`config.mk`:
```
export PLATFORM = sky130hd
export DESIGN_NAME = chipper_port_alloc
export DESIGN_NICKNAME = d
export VERILOG_FILES = /design/src/rtl/chipper_pkg.sv /design/src/rtl/chipper_prio_order.sv /design/src/rtl/chipper_port_alloc.sv
export SDC_FILE = /design/constraint.sdc
export NUM_CORES = 1
export LEC_CHECK = 0
export CORE_MARGIN = 2
export CORE_UTILIZATION = 35
export CTS_BUF_LIST = sky130_fd_sc_hd__clkbuf_4 sky130_fd_sc_hd__clkbuf_8 sky130_fd_sc_hd__clkbuf_16
export CTS_CLUSTER_DIAMETER = 30
export DETAILED_ROUTE_END_ITERATION = 12
export MAX_ROUTING_LAYER = met4
export PLACE_DENSITY = 0.58
export SLEW_MARGIN = 20
export SYNTH_ARGS = -nofsm -noshare
export SYNTH_HDL_FRONTEND = slang
export SYNTH_SLANG_ARGS = --single-unit
```
`constraint.sdc`:
```
create_clock -name clksig -period 5.5 [get_ports clksig]
set_input_delay 1.1 -clock clksig [delete_from_list [all_inputs] [get_ports clksig]]
set_output_delay 1.1 -clock clksig [all_outputs]
set_load 0.02 [all_outputs]
```
`src/rtl/chipper_pkg.sv`:
```
// Shared constants for the CHIPPER deflection-router output-port allocator.
// Port codes: N=0, S=1, E=2, W=3, L=4, NONE=3'b111 (idle crossbar select).
package chipper_pkg;

    localparam int unsigned DIR_W = 3;
    localparam int unsigned NPORT = 5;
    localparam int unsigned NNET  = 4;
    localparam int unsigned SEL_W = DIR_W * NPORT;

    localparam logic [DIR_W-1:0] PORT_N    = 3'd0;
    localparam logic [DIR_W-1:0] PORT_S    = 3'd1;
    localparam logic [DIR_W-1:0] PORT_E    = 3'd2;
    localparam logic [DIR_W-1:0] PORT_W    = 3'd3;
    localparam logic [DIR_W-1:0] PORT_L    = 3'd4;
    localparam logic [DIR_W-1:0] PORT_NONE = 3'b111;

    // Lowest-index free network output, or PORT_NONE when all four are taken.
    function automatic logic [DIR_W-1:0] lowest_free_net(input logic [NNET-1:0] free);
        logic [DIR_W-1:0] r;
        r = PORT_NONE;
        for (int i = int'(NNET) - 1; i >= 0; i--) begin
            if (free[i]) r = DIR_W'(i);
        end
        return r;
    endfunction

endpackage

```
`src/rtl/chipper_prio_order.sv`:
```
// Combinational priority ordering of the five router inputs.
// Network inputs 0-3 are listed round-robin starting at ptr; the local
// input 4 always comes last.  With CHIPPER_GOLD_EN defined, valid golden
// network inputs are moved to the front, keeping round-robin order among
// themselves.
// Ports:
//   ptr      - round-robin start pointer (2 bits)
//   vld      - network input valid bits
//   gold     - network input golden flags
//   order_c  - five 3-bit input indices, slot s at bits [3s+2:3s]
module chipper_prio_order
    import chipper_pkg::*;
(
    input  logic [1:0]       ptr,
    input  logic [NNET-1:0]  vld,
    input  logic [NNET-1:0]  gold,
    output logic [SEL_W-1:0] order_c
);

`ifdef CHIPPER_GOLD_EN
    localparam bit GOLD_EN = 1'b1;
`else
    localparam bit GOLD_EN = 1'b0;
`endif

    logic [NNET-1:0]  gold_eff;
    logic [DIR_W-1:0] ord [NPORT];
    logic [DIR_W-1:0] slot;
    logic [1:0]       idx;

    // An invalid input carries no meaningful golden flag.
    assign gold_eff = GOLD_EN ? (gold & vld) : '0;

    // Two passes: golden inputs first, then the rest, both in round-robin order.
    always_comb begin
        for (int s = 0; s < int'(NPORT); s++) ord[s] = PORT_NONE;
        slot    = '0;
        idx     = '0;
        order_c = '1;
        for (int k = 0; k < int'(NNET); k++) begin
            idx = ptr + 2'(k);
            if (gold_eff[idx]) begin
                ord[slot] = {1'b0, idx};
                slot      = slot + 3'd1;
            end
        end
        for (int k = 0; k < int'(NNET); k++) begin
            idx = ptr + 2'(k);
            if (!gold_eff[idx]) begin
                ord[slot] = {1'b0, idx};
                slot      = slot + 3'd1;
            end
        end
        ord[PORT_L] = PORT_L;
        for (int s = 0; s < int'(NPORT); s++) order_c[DIR_W*s +: DIR_W] = ord[s];
    end

endmodule

```
`src/rtl/chipper_port_alloc.sv`:
```
// Per-cycle output-port allocator for the five-port bufferless deflection
// router.  Walks the inputs in priority order; each valid flit takes its
// desired output when free and legal, otherwise the lowest free network
// output (deflection).  Local injection is accepted only if a network output
// is left after the network flits.  Results are registered (1-cycle latency).
// Optional feature: CHIPPER_GOLD_EN (golden-first ordering, in chipper_prio_order).
// Ports:
//   clksig, rstsig_n - clock (rising edge), async active-low reset
//   alloc_en         - allocate and advance this cycle
//   in_vld/in_dir/in_gold - per-input valid, desired port (3b each), golden flag
//   out_sel          - per-output source index (3b each), 3'b111 = idle
//   out_vld          - per-output driven flag
//   defl             - per-input deflection flag
//   inj_ack          - local injection accepted
//   inj_starve       - starvation counter reached STARVE_MAX
module chipper_port_alloc
    import chipper_pkg::*;
#(
    parameter int unsigned STARVE_MAX = 15
) (
    input  logic             clksig,
    input  logic             rstsig_n,
    input  logic             alloc_en,
    input  logic [4:0]       in_vld,
    input  logic [14:0]      in_dir,
    input  logic [4:0]       in_gold,
    output logic [14:0]      out_sel,
    output logic [4:0]       out_vld,
    output logic [4:0]       defl,
    output logic             inj_ack,
    output logic             inj_starve
);

    localparam int unsigned          STARVE_W   = 4;
    localparam logic [STARVE_W-1:0]  STARVE_LIM = STARVE_W'(STARVE_MAX);

    logic [1:0]          ptr;
    logic [STARVE_W-1:0] starve;
    logic [STARVE_W-1:0] starve_nxt;
    logic [SEL_W-1:0]    order;
    logic [DIR_W-1:0]    dir_a [NPORT];
    logic [DIR_W-1:0]    sel_a [NPORT];
    logic [SEL_W-1:0]    sel_nxt;
    logic [NPORT-1:0]    vld_nxt;
    logic [NPORT-1:0]    defl_nxt;
    logic [NPORT-1:0]    free;
    logic                ack_nxt;
    logic [DIR_W-1:0]    src;
    logic [DIR_W-1:0]    want;
    logic [DIR_W-1:0]    net;
    logic                legal;
    logic                unused_gold_l;

    // The local input is always last, so its golden flag never matters.
    assign unused_gold_l = in_gold[PORT_L];

    chipper_prio_order u_prio (
        .ptr     (ptr),
        .vld     (in_vld[NNET-1:0]),
        .gold    (in_gold[NNET-1:0]),
        .order_c (order)
    );

    // Sequential port assignment in priority order.
    always_comb begin
        free     = '1;
        ack_nxt  = 1'b0;
        defl_nxt = '0;
        sel_nxt  = '1;
        vld_nxt  = '0;
        src      = '0;
        want     = '0;
        net      = PORT_NONE;
        legal    = 1'b0;
        for (int o = 0; o < int'(NPORT); o++) sel_a[o] = PORT_NONE;
        for (int i = 0; i < int'(NPORT); i++) dir_a[i] = in_dir[DIR_W*i +: DIR_W];

        for (int s = 0; s < int'(NPORT); s++) begin
            src  = order[DIR_W*s +: DIR_W];
            want = dir_a[src];
            net  = lowest_free_net(free[NNET-1:0]);
            // Codes 5-7 and local-to-local are "no preference".
            legal = (want <= PORT_L) && !((src == PORT_L) && (want == PORT_L));
            if (in_vld[src]) begin
                if (legal && free[want]) begin
                    sel_a[want] = src;
                    free[want]  = 1'b0;
                    if (src == PORT_L) ack_nxt = 1'b1;
                end else if (net != PORT_NONE) begin
                    sel_a[net]    = src;
                    free[net]     = 1'b0;
                    defl_nxt[src] = 1'b1;
                    if (src == PORT_L) ack_nxt = 1'b1;
                end
            end
        end

        for (int o = 0; o < int'(NPORT); o++) begin
            sel_nxt[DIR_W*o +: DIR_W] = sel_a[o];
            vld_nxt[o]                = (sel_a[o] != PORT_NONE);
        end
    end

    // Saturating count of consecutive refused injections.
    always_comb begin
        starve_nxt = '0;
        if (in_vld[PORT_L] && !ack_nxt) begin
            starve_nxt = (starve == STARVE_LIM) ? starve : starve + 4'd1;
        end
    end

    always_ff @(posedge clksig or negedge rstsig_n) begin
        if (!rstsig_n) begin
            out_sel    <= '1;
            out_vld    <= '0;
            defl       <= '0;
            inj_ack    <= 1'b0;
            inj_starve <= 1'b0;
            ptr        <= '0;
            starve     <= '0;
        end else if (alloc_en) begin
            out_sel    <= sel_nxt;
            out_vld    <= vld_nxt;
            defl       <= defl_nxt;
            inj_ack    <= ack_nxt;
            inj_starve <= (starve_nxt == STARVE_LIM);
            ptr        <= ptr + 2'd1;
            starve     <= starve_nxt;
        end
    end

endmodule

```
==> metrics.md, run 1 <==
| Metric | Value |
|---|---|
| CP Capture Type | `flop` |
| Inserted Clock Buffers | `5` |
| Crit start category | `primary input` |
| Post-CTS sizing | `0` |
| Initial DRC Count | `279` |
| H-tree level count | `2` |
| Final min period | `5130 ps` |
| FF+latch count, synth | `33` |
| Mapped Cells | `389` |
| RSZ-0062 raised after global routing | `false` |
| Dpl hpwl | `8280 um` |
| Critical-path top delay cell | `mux4_2` |
| Largest family of logic cells by synthesized area | `compound AO/OA/AOI/OAI gates` |
| Post-Synthesis Cell Area | `3480 um^2` |
| Clk_skew | `4.11 ps` |
| Top FF cell, synth | `dfrtp_1` |
| Worst-path maximum fanout | `9` |
| Setup repair bufs after CTS | `0` |
| Final worst path period share | `93.2%` |
| Most frequent cells in the layout | `49 x clkdlybuf4s50_1, 45 x nor2_1, 30 x nand2_1` |
| HP Class | `reg2reg` |
| GP Congestion | `0.955` |
| Hold Fails Final Rpt | `0` |
| DRT Pass-1 Iters | `5` |
| Outcome | `complete, no violations` |
| Peak Freq | `195 MHz` |
| Least-Margin Pin Slew | `891 ps` |
| Chip width | `104 um` |
| Syn_nets | `422` |
| First-pass GRT wire length | `17500 um` |
| Wirelength per Cell | `18.6 um` |
| # diodes | `0` |
| Seq/Total Area, Yosys | `24.3%` |
| Final Slew Violations | `0` |
| Data arrival, critical path | `5320 ps` |
| Post-route insts no fill | `574` |
| Post-synth EDFFs | `0` |
| CP most frequent cell | `a31oi_1` |
| Routed Antenna Nets | `0` |
| Worst-path cell chain | `clkdlybuf4s50_1, mux4_2, nor4bb_2, a211o_1, o21ai_2, o21ai_1, a31oi_1, a21o_1, a31oi_1, o32ai_1, or3_1, a31oi_1, a211oi_1` |
| Hold Path Origin | `out_sel[10]` |
| Mux contribution to synthesized area | `14.1%` |
| All-layer global routing usage | `20.6%` |
| Adder-cell share of the synthesized area | `1.80%` |
| Routed Wire Length | `10700 um` |
| Placement row count | `36` |
| Clock Sink Count | `33` |
| GRT overflow | `0` |
| Vias in the first global route | `3344` |
| Critical Setup Path Class | `in2reg` |
| Final setup violating endpoints | `0` |
| Synth unique cells | `91` |
| Crit. Startpoint | `in_dir[5]` |
| Fin util | `43.5%` |
| Core region area | `9730 um^2` |
| Nets@finish | `473` |
| Simple-gate portion of the synthesized area | `22.8%` |
| Async S/R FF share, synth | `100%` |
| Die area | `10700 um^2` |
| Dpl cells | `566` |
| CTS max path bufs | `2` |
| Max_cap viols | `0` |
| Post-Syn Area per Cell | `8.94 um^2` |
| Most common cell after layout, fill and taps aside | `clkdlybuf4s50_1` |
| Initial core utilization | `35.7%` |
| Crit path required time | `5690 ps` |
| Share of layout cells above drive strength 1 | `17.5%` |
| YS warnings | `0` |
| TritonCTS clock tree | `done` |
| Die extent in y | `104 um` |
| CTS hold repair buffers | `0` |
| I/O pin count | `55` |
| DRC | `0` |
| Worst-path clk slew | `70 ps` |
| Setup_tns | `0 ps` |
| Compound-Gate Fraction of Synth Area | `31.5%` |
| Worst path max stage delay | `630 ps` |
| Vias per cell | `6.03` |
| Synth Area in XOR/XNOR | `1.01%` |
| Worst skew pair latency | `280 ps` |
| Port bufs | `49` |
| Worst rel slew slack | `40.1%` |
| Largest net degree at the start of global routing | `41` |
| Clock root buffer | `clkbuf_8` |
| Area Overhead vs Synth | `21.6%` |
| Critical R2R Launch | `ptr[1]` |
| Antenna violations before repair | `0` |
| Via count | `3464` |
-- routing by layer --
metal	wire, um	GRT usage [%]	vias to the layer above
met3	522	2.83	20
met4	202	4.73	0
met5	0	-	-
li1	-	-	1631
met1	4750	27.0	1684
met2	5210	33.9	129
-- registers in the layout (all words and copies together), names as in the netlist --
register	cells
starve	4
out_sel	15
ptr	2
defl	5
out_vld	5
inj_starve	1
inj_ack	1
-- through the flow --
step	hold WS, ps	worst slack, ps	cell area [um^2]
final	475	372	4230
after floorplan	501	574	3480
after global placement	464	205	4130
after CTS	478	425	4230
after global routing	503	90.6	4230
after detailed placement	469	139	4130
-- critical path, delay by kind of cell --
kind | cells | cell delay [ps]
AO/OA/AOI/OAI | 9 | 2230
AND/OR/NAND/NOR | 2 | 840
multiplexers | 1 | 630
buffers and inverters | 1 | 500
-- worst paths after layout --
| path | end | slack [ps] | cells after the start |
|---|---|---|---|
| max reg2reg | out_sel[0] | 760 | 14 |
| min | out_sel[10] | 480 | 2 |
| max in group asynchronous | out_sel[0] | 3930 | 2 |
| min in group asynchronous | inj_starve | 1230 | 2 |
| min reg2reg | out_sel[10] | 480 | 2 |
| max | out_sel[0] | 370 | 13 |
-- layout make-up --
type / instances / area, um^2
fill: 1007 / 5500
clock buffer: 8 / 97.6
inverter: 16 / 60.1
multi-input combinational: 323 / 2480
sequential: 33 / 845
timing repair buffer: 61 / 581
tap: 133 / 166
-- synth_stat cells (3+ instances only) --
master / n / area (um^2)
a211oi_1: 4 / 30.0
a21boi_0: 4 / 30.0
a21o_1: 5 / 37.5
a21oi_1: 14 / 70.1
a221o_1: 4 / 40.0
a221oi_1: 5 / 43.8
a31oi_1: 11 / 68.8
and2_1: 3 / 18.8
and3_1: 6 / 37.5
buf_2: 3 / 15.0
buf_6: 3 / 33.8
clkbuf_1: 10 / 37.5
dfrtp_1: 18 / 450
dfstp_2: 15 / 394
ha_1: 5 / 62.6
inv_1: 15 / 56.3
mux2_2: 4 / 45.0
mux2i_1: 6 / 60.1
mux4_1: 4 / 105
mux4_2: 11 / 248
nand2_1: 30 / 113
nand2b_1: 7 / 43.8
nand3_1: 14 / 70.1
nand4_1: 6 / 37.5
nor2_1: 45 / 169
nor2b_1: 4 / 25.0
nor3_1: 5 / 25.0
o211a_1: 4 / 40.0
o211ai_1: 8 / 60.1
o21a_1: 4 / 30.0
o21ai_0: 21 / 105
o21ai_1: 3 / 15.0
o2bb2ai_1: 5 / 43.8
o32ai_1: 3 / 26.3
or2_1: 3 / 18.8
or3_1: 4 / 25.0
-- kinds of logic (layout without fill, tap and decap cells) --
group	Yosys count	after routing
simple gates	149	149
compound gates	138	138
xor+xnor	4	4
buf+inv	33	85
flops	33	33
mux	27	27
fa+ha+maj	5	5
Power of run 1 is not shown: default switching activity piles up to over one toggle a cycle in this logic, so the estimate is an artifact.
==> run 2, diff against run 1 <==
--- a/config.mk
+++ b/config.mk
@@ -5,14 +5,17 @@
 export SDC_FILE = /design/constraint.sdc
 export NUM_CORES = 1
 export LEC_CHECK = 0
+export CELL_PAD_IN_SITES_DETAIL_PLACEMENT = 0
+export CELL_PAD_IN_SITES_GLOBAL_PLACEMENT = 1
 export CORE_MARGIN = 2
 export CORE_UTILIZATION = 35
 export CTS_BUF_LIST = sky130_fd_sc_hd__clkbuf_4 sky130_fd_sc_hd__clkbuf_8 sky130_fd_sc_hd__clkbuf_16
 export CTS_CLUSTER_DIAMETER = 30
 export DETAILED_ROUTE_END_ITERATION = 12
 export MAX_ROUTING_LAYER = met4
-export PLACE_DENSITY = 0.58
+export PLACE_DENSITY = 0.72
 export SLEW_MARGIN = 20
 export SYNTH_ARGS = -nofsm -noshare
 export SYNTH_HDL_FRONTEND = slang
 export SYNTH_SLANG_ARGS = --single-unit
+export TNS_END_PERCENT = 5
==> constraint.sdc (replaced) <==
create_clock -name clksig -period 6.54 [get_ports clksig]
set_input_delay 1.308 -clock clksig [delete_from_list [all_inputs] [get_ports clksig]]
set_output_delay 1.308 -clock clksig [all_outputs]
set_load 0.02 [all_outputs]
==> run 2 against run 1 <==
  * Wire length fell by 1.8%
  * Via count shrank 1.3%
  * Worst hold slack got worse by 5.2 ps
  * Global-route usage fell by 0.35 points
  * Utilization down 0.46 points
  * Count of clock-buffer cells in the layout stayed put
  * Critical endpoint unchanged
  * Cell count is 1.0% lower
  * Critical path depth is 1 lower
  * Non-clock buffer count is 6 lower
  * Final area shrank 1.1%
  * Register-to-register slack better by 860 ps
  * Die area is the same
==> metrics.md, run 2 (synthesis results as in run 1) <==
| Metric | Value |
|---|---|
| I/O pin count | `55` |
| Port bufs | `49` |
| Least-Margin Pin Slew | `840 ps` |
| Clock Sink Count | `33` |
| Clk_skew | `8.30 ps` |
| Initial DRC Count | `188` |
| Setup crit end | `out_sel[0]` |
| Largest register by flop count | `out_sel` |
| H-tree level count | `2` |
| Die area | `10700 um^2` |
| Die extent in y | `104 um` |
| Final worst slack | `1210 ps` |
| Final setup violating endpoints | `0` |
| Initial core utilization | `35.7%` |
| Final min period | `5330 ps` |
| Via count | `3420` |
| R2R setup slack | `1620 ps` |
| Routed Antenna Nets | `0` |
| Fillers | `1007` |
| Nets@finish | `467` |
| GP Congestion | `0.922` |
| Inserted Clock Buffers | `5` |
| DRT Pass-1 Iters | `4` |
| CTS hold repair buffers | `0` |
| Final Slew Violations | `0` |
| Setup_tns | `0 ps` |
| CP Capture Type | `flop` |
| GRT overflow | `0` |
| Core region area | `9730 um^2` |
| Post-CTS sizing | `0` |
| Reg2reg end | `out_sel[4]` |
| Vias per cell | `6.02` |
| DRC | `0` |
| Worst rel slew slack | `43.5%` |
| Wirelength per Cell | `18.5 um` |
| Share of layout cells above drive strength 1 | `16.3%` |
| Clock root buffer | `clkbuf_8` |
| RSZ-0062 raised after global routing | `false` |
| Worst-path clk slew | `70 ps` |
| Critical R2R Launch | `ptr[1]` |
| Worst R2R Path Depth | `14` |
| Hold Fails Final Rpt | `0` |
| Largest net degree at the start of global routing | `42` |
| Most frequent cells in the layout | `49 x clkdlybuf4s50_1, 45 x nor2_1, 30 x nand2_1` |
| Vias in the first global route | `3371` |
| Most common cell after layout, fill and taps aside | `clkdlybuf4s50_1` |
| Antenna violations before repair | `0` |
| Biggest regs | `out_sel x15, defl x5, out_vld x5` |
| All-layer global routing usage | `20.2%` |
| Data arrival, critical path | `5530 ps` |
| Outcome | `complete, no violations` |
| Max_cap viols | `0` |
| Crit start category | `primary input` |
| Placement row count | `36` |
| # diodes | `0` |
| Max reg flops | `15` |
| Critical Setup Path Class | `in2reg` |
| Worst slack, placed | `862 ps` |
| Area Overhead vs Synth | `20.3%` |
| Setup repair bufs after CTS | `0` |
| Crit path required time | `6730 ps` |
| Final worst path period share | `81.6%` |
| First-pass GRT wire length | `17200 um` |
| Routed Wire Length | `10500 um` |
| Dpl hpwl | `8010 um` |
| Worst-path maximum fanout | `12` |
| Chip width | `104 um` |
| HP Class | `reg2reg` |
| Crit. Startpoint | `in_dir[0]` |
| Worst skew pair latency | `290 ps` |
| TritonCTS clock tree | `done` |
| Peak Freq | `187 MHz` |
| CTS max path bufs | `2` |
run 2: cell types whose count changed in the layout (fill, tap and decap cells not counted), sizes merged:
| cell | change |
|---|---|
| buf | -6 |
run 2: through the flow:
stage / util (%) / cells / hold WS [ps] / instance area (um^2)
after floorplan: - / 389 / 501 / 3480
final: 43.0 / 568 / 470 / 4180
after global placement: 42.0 / 560 / 462 / 4090
after detailed placement: 42.0 / 560 / 464 / 4090
after CTS: 43.0 / 568 / 476 / 4180
after global routing: 43.0 / 568 / 502 / 4180
run 2: cell type report:
cell class / count / area, um^2 / share of cell area, %
sequential: 33 / 845 / 20.2
timing repair buffer: 55 / 536 / 12.8
inverter: 16 / 60.1 / 1.44
tap: 133 / 166 / 3.98
clock buffer: 8 / 97.6 / 2.33
multi-input combinational: 323 / 2480 / 59.3
run 2: worst min path at each step:
stage,startpoint,to,cells after the start
global route,out_sel[10],out_sel[10],2
finish,out_sel[14],out_sel[14],2
global placement,out_sel[14],out_sel[14],2
detailed placement,out_sel[2],out_sel[2],2
floorplan,out_sel[10],out_sel[10],2
CTS,out_sel[14],out_sel[14],2
run 2: routing by layer:
layer	vias up	GRT usage (%)	wire [um]
met1	1699	26.3	4790
met5	-	-	0
met2	83	33.2	5080
li1	1622	-	-
met4	0	5.31	248
met3	16	3.02	380
run 2: critical path, cell delays in order:
cell and delay (ps):
clkdlybuf4s50_1 490, mux4_2 620, o211a_1 370, a21oi_1 620, o21ai_1 280, a21o_1 270
a21oi_1 300, nand4_1 210, a21boi_0 210, or3_1 400, a31oi_1 360, a211oi_1 90
Power of run 2 is left out for the same reason.
==> run 3, diff against run 2 <==
--- a/config.mk
+++ b/config.mk
@@ -13,7 +13,7 @@
 export CTS_CLUSTER_DIAMETER = 30
 export DETAILED_ROUTE_END_ITERATION = 12
 export MAX_ROUTING_LAYER = met4
-export PLACE_DENSITY = 0.72
+export PLACE_DENSITY = 0.75
 export SLEW_MARGIN = 20
 export SYNTH_ARGS = -nofsm -noshare
 export SYNTH_HDL_FRONTEND = slang
==> constraint.sdc (replaced) <==
create_clock -name clksig -period 4.6 [get_ports clksig]
set_input_delay 0.92 -clock clksig [delete_from_list [all_inputs] [get_ports clksig]]
set_output_delay 0.92 -clock clksig [all_outputs]
set_load 0.02 [all_outputs]
==> run 3 against run 2 <==
  * Critical path depth up 3
  * Critical endpoint is now out_sel[4]
  * Die area stayed put
  * First-iteration DRC count is 10% higher
  * Count of clock-buffer cells in the layout shrank 2
  * Worst hold slack better by 9.3 ps
  * Utilization increased by 10 points
  * Critical path type unchanged
  * Wire length grew 10%
  * Sequential cell count stayed put
  * Sequential share of layout area is 3.9 points lower
==> metrics.md, run 3 (synthesis results as in run 1) <==
| Metric | Value |
|---|---|
| Peak Freq | `222 MHz` |
| DRT Pass-1 Iters | `4` |
| Dpl hpwl | `9110 um` |
| Dpl cells | `659` |
| Largest net degree at the start of global routing | `34` |
| Final Slew Violations | `0` |
| Crit start category | `primary input` |
| Worst slack, placed | `-381 ps` |
| Worst skew pair latency | `280 ps` |
| All-layer global routing usage | `21.8%` |
| Port bufs | `49` |
| First-pass GRT wire length | `18900 um` |
| Initial DRC Count | `207` |
| Outcome | `complete, no violations` |
| Final worst path period share | `98.0%` |
| HP Class | `reg2reg` |
| TritonCTS clock tree | `done` |
| Nets@finish | `578` |
| GP Congestion | `0.948` |
| Worst rel slew slack | `60.6%` |
| Worst hold slack | `479 ps` |
| CTS max path bufs | `2` |
| Fillers | `935` |
| Final worst slack | `92.9 ps` |
| Vias in the first global route | `3837` |
| GRT overflow | `0` |
| Wirelength per Cell | `17.0 um` |
| Reg area | `846 um^2` |
| Clock root buffer | `clkbuf_8` |
| Routed Wire Length | `11600 um` |
| Vias per cell | `5.71` |
| Biggest regs | `out_sel x15, defl x5, out_vld x5` |
| Max_cap viols | `0` |
| H-tree level count | `2` |
| Critical R2R Launch | `ptr[1]` |
| CTS hold repair buffers | `0` |
| Final setup violating endpoints | `0` |
| Via count | `3876` |
| Share of layout cells above drive strength 1 | `37.0%` |
| Hold Fails Final Rpt | `0` |
| Clock Sink Count | `33` |
| Max reg flops | `15` |
| Post-route insts no fill | `679` |
| Critical Setup Path Class | `in2reg` |
| Routed Antenna Nets | `0` |
| Largest register by flop count | `out_sel` |
| DRC | `0` |
| Crit. Startpoint | `in_dir[3]` |
| Hold Path Origin | `out_sel[2]` |
| Most common cell after layout, fill and taps aside | `buf_4` |
| Inserted Clock Buffers | `5` |
| Worst-path maximum fanout | `5` |
| CP most frequent cell | `nor2_2` |
| Least-Margin Pin Slew | `588 ps` |
| Worst-path cell chain | `clkdlybuf4s50_1, mux4_2, buf_6, nor4bb_4, o211a_1, a31oi_2, a311oi_4, nor2_2, a211oi_4, buf_4, nand4_1, a311oi_2, nor2_2, a22o_4, a221oi_2` |
| Die area | `10700 um^2` |
| Initial core utilization | `35.7%` |
| Data arrival, critical path | `4700 ps` |
| I/O pin count | `55` |
| Multi-input gate area | `2630 um^2` |
| Chip width | `104 um` |
| Worst-path clk slew | `70 ps` |
| Antenna violations before repair | `0` |
| Critical-path top delay cell | `mux4_2` |
| Fin util | `53.2%` |
| Die extent in y | `104 um` |
| Placement row count | `36` |
| Final min period | `4510 ps` |
| Clk_skew | `3.18 ps` |
| # diodes | `0` |
| RSZ-0062 raised after global routing | `true` |
| Most frequent cells in the layout | `113 x buf_4, 45 x clkdlybuf4s50_1, 43 x nor2_1` |
| Core region area | `9730 um^2` |
| CP Capture Type | `flop` |
| Worst path max stage delay | `540 ps` |
| Area Overhead vs Synth | `49.0%` |
| Crit path required time | `4800 ps` |
run 3: cell types whose count changed in the layout (fill, tap and decap cells not counted), moves of 4 or more:
| cell | change |
|---|---|
| buf_4 | +107 |
| dlymetal6s2s_1 | +4 |
| clkdlybuf4s50_1 | -4 |
| a31oi_2 | +4 |
| buf_6 | +4 |
| a31oi_1 | -4 |
run 3: path summary, 6_finish.rpt:
| kind | to | slack (ps) | depth (start not counted) |
|---|---|---|---|
| max in group asynchronous | out_sel[13] | 3220 | 2 |
| hold reg to reg | out_sel[2] | 480 | 2 |
| setup reg to reg | out_sel[4] | 220 | 14 |
| setup / recovery | out_sel[4] | 90 | 15 |
| hold / removal | out_sel[2] | 480 | 2 |
| min in group asynchronous | inj_starve | 1050 | 2 |
run 3: final cells by class:
| cell class | count | area share, % |
|---|---|---|
| clock buffers | 6 | 1.47 |
| clock inverters | 2 | 0.193 |
| inverters | 16 | 1.16 |
| multi-input cells | 323 | 50.7 |
| flip-flops and latches | 33 | 16.3 |
| well taps | 133 | 3.21 |
| repair buffers | 166 | 26.9 |
run 3: stage by stage:
| stage | setup TNS [ps] | cell area (um^2) |
|---|---|---|
| finish | 0 | 5180 |
| global route | -141 | 5180 |
| CTS | 0 | 4940 |
| detailed placement | -5300 | 4850 |
| global placement | -3010 | 4850 |
| floorplan | 0 | 3500 |
run 3: what timing repair did:
| action | CTS | global route |
|---|---|---|
| setup endpoints to repair | 8 | 18 |
| setup buffers | 0 | 12 |
| pin swaps | 0 | 29 |
| gates resized for setup | 1 | 31 |
run 3: per-layer routing:
layer | part of all wire (%) | up-vias | GRT usage (%) | wire [um]
li1 | - | 1848 | - | -
met1 | 43 | 1872 | 27.6 | 5000
met2 | 50 | 135 | 36.3 | 5770
met3 | 4.6 | 21 | 3.52 | 529
met4 | 2.3 | 0 | 5.69 | 261
met5 | 0 | - | - | 0
run 3: worst max-delay path: cells and delay by family:
kind	cells	cell delay, ps
simple gates	4	590
buf+inv	3	750
compound gates	7	1910
mux	1	540
Power of run 3 is left out for the same reason.
==> edit (settings of run 1) <==
Add a define of `CHIPPER_GOLD_EN`.
--- a/src/rtl/chipper_prio_order.sv
+++ b/src/rtl/chipper_prio_order.sv
@@ -8,6 +8,8 @@
 //   vld      - network input valid bits
 //   gold     - network input golden flags
 //   order_c  - five 3-bit input indices, slot s at bits [3s+2:3s]
+`define CHIPPER_GOLD_EN
+
 module chipper_prio_order
     import chipper_pkg::*;
 (
Function: not settled (the Yosys comparison gave no result); the edit may change what the design does.
==> edit against run 1 <==
  * The flow now finishes with violations (negative setup slack)
  * Count of clock-buffer cells in the layout decreased by 3
  * Setup slack got worse by 2.6 ns
  * Via count increased by 120%
  * Wire length increased to 2.5 times the old value
  * Synthesized area increased by 60%
  * Core utilization increased by 19 points
  * Sequential cell count unchanged
  * Final area increased by 130%
  * Highest routed layer unchanged
Power is not shown: default switching activity piles up to over one toggle a cycle in this logic, so the estimate is an artifact.
==> edit: results (changes against run 1) <==
Wl on met1 = 11700 µm (+150%)
Clock skew = 0.00394 ns (-0.000170 ns)
ANT cells = 0 (unchanged)
Pre-CTS worst setup slack = -3.03 ns (-3.17 ns)
CTS H-tree lvls = 2 (unchanged)
Slew at the pin closest to its max-slew limit = 1.02 ns (+0.130 ns)
Clock Latency Late Sink = 0.28 ns (about the same)
Area contributors post-synth = dfrtp_1 (8.1%), dfstp_2 (7.1%), nand2_1 (5.6%)
Layout cells sized above 1 = 47.7% (+30 points)
First-pass GRT wire length = 41100 µm (+140%)
Status = finished, violations left
Distinct cells, synth = 103 (+13%)
Worst-path fanout max = 5 (-4)
Routability cong. = 1.02 (+7.0%)
Vias in the first global route = 7523 (+120%)
Final setup fails = 31 (+31)
Synth Area in Adders = 3.47% (+1.7 points)
Post-CTS sizing = 142 (+142)
Regs by FF count = out_sel x15, defl x5, out_vld x5
Met3 Usage GRT = 3.90% (+1.1 points)
CP Data Arrival Time = 7.88 ns (+2.56 ns)
Yosys warnings = 0 (unchanged)
Largest net degree at the start of global routing = 36 (-12%)
Clock root cell = clkbuf_16
PnR worst setup slack = -2.21 ns (-2.58 ns)
Max reg flops = 15 (unchanged)
Asr flop ratio synth = 100% (unchanged)
M1 GR Usage = 41.8% (+15 points)
Setup bufs post-CTS = 41 (+41)
Register area share after synthesis = 15.2% (-9.1 points)
Worst-case clock buffer depth = 2 (unchanged)
Post-synthesis xor/xnor area fraction = 1.06% (+0.053 points)
Total GRT Usage = 32.3% (+12 points)
Drt via density = 5.85 (-3.1%)
Number of fill cells in the layout = 1419 (+41%)
Multiplexer share of the synthesized area = 6.74% (-7.4 points)
Met2 routed WL = 13300 µm (+150%)
Clock Pin Slew Worst Setup and Hold Paths = 0.05 ns (-0.02 ns)
Multi-input gate area = 5230 µm² (+110%)
CP delay by family, top = compound AO/OA/AOI/OAI gates
Setup TNS = -58.73 ns (-58.73 ns)
Post-DP HPWL = 21500 µm (+160%)
Met2 Use GR = 53.9% (+20 points)
Crit path largest cell delay = 0.54 ns (-0.09 ns)
TritonRoute pass-1 iters = 5 (unchanged)
Mapped Avg Cell Area = 7.43 µm² (-17%)
Compound-Gate Fraction of Synth Area = 39.9% (+8.4 points)
Syn Nets = 789 (+87%)
Wire length on met3 = 1440 µm (+180%)
Failing checks = negative setup slack
Slowest CP cell = mux4_2
Area post-placement = 8550 µm² (+110%)
Worst Hold Class = flop to flop
Buffers on Ports = 53 (+8.2%)
Synth cell count leaders = nand2_1 (83), nor2_1 (60), o21ai_0 (50), a21oi_1 (47), inv_1 (32)
Vias = 7779 (+120%)
Initial antenna violation count = 0 (unchanged)
Drt wl/cell = 20.5 µm (+9.8%)
Drt initial violations = 622 (+120%)
NumNets Final = 1155 (+140%)
## edit: final timing paths
path / start / depth (start not counted) / slack [ns] / end
worst min-delay path: out_sel[5]$_DFFE_PN1P_ / 2 / 0.46 / out_sel[5]$_DFFE_PN1P_
min in group asynchronous: rstsig_n / 2 / 1.22 / starve[3]$_DFFE_PN0P_
max in group asynchronous: rstsig_n / 2 / 3.94 / out_sel[11]$_DFFE_PN1P_
worst max-delay path: in_vld[3] / 35 / -2.21 / starve[1]$_DFFE_PN0P_
worst max register to register: ptr[0]$_DFFE_PN0P_ / 34 / -1.82 / starve[1]$_DFFE_PN0P_
worst min register to register: out_sel[5]$_DFFE_PN1P_ / 2 / 0.46 / out_sel[5]$_DFFE_PN1P_
## edit: area by class of cell
class	count	area share (%)
Sequential cell	33	8.57
Tap cell	216	2.74
Clock inverter	3	0.660
Clock buffer	5	1.27
Multi-Input combinational cell	644	53.0
Inverter	35	1.41
Timing Repair Buffer	394	32.3
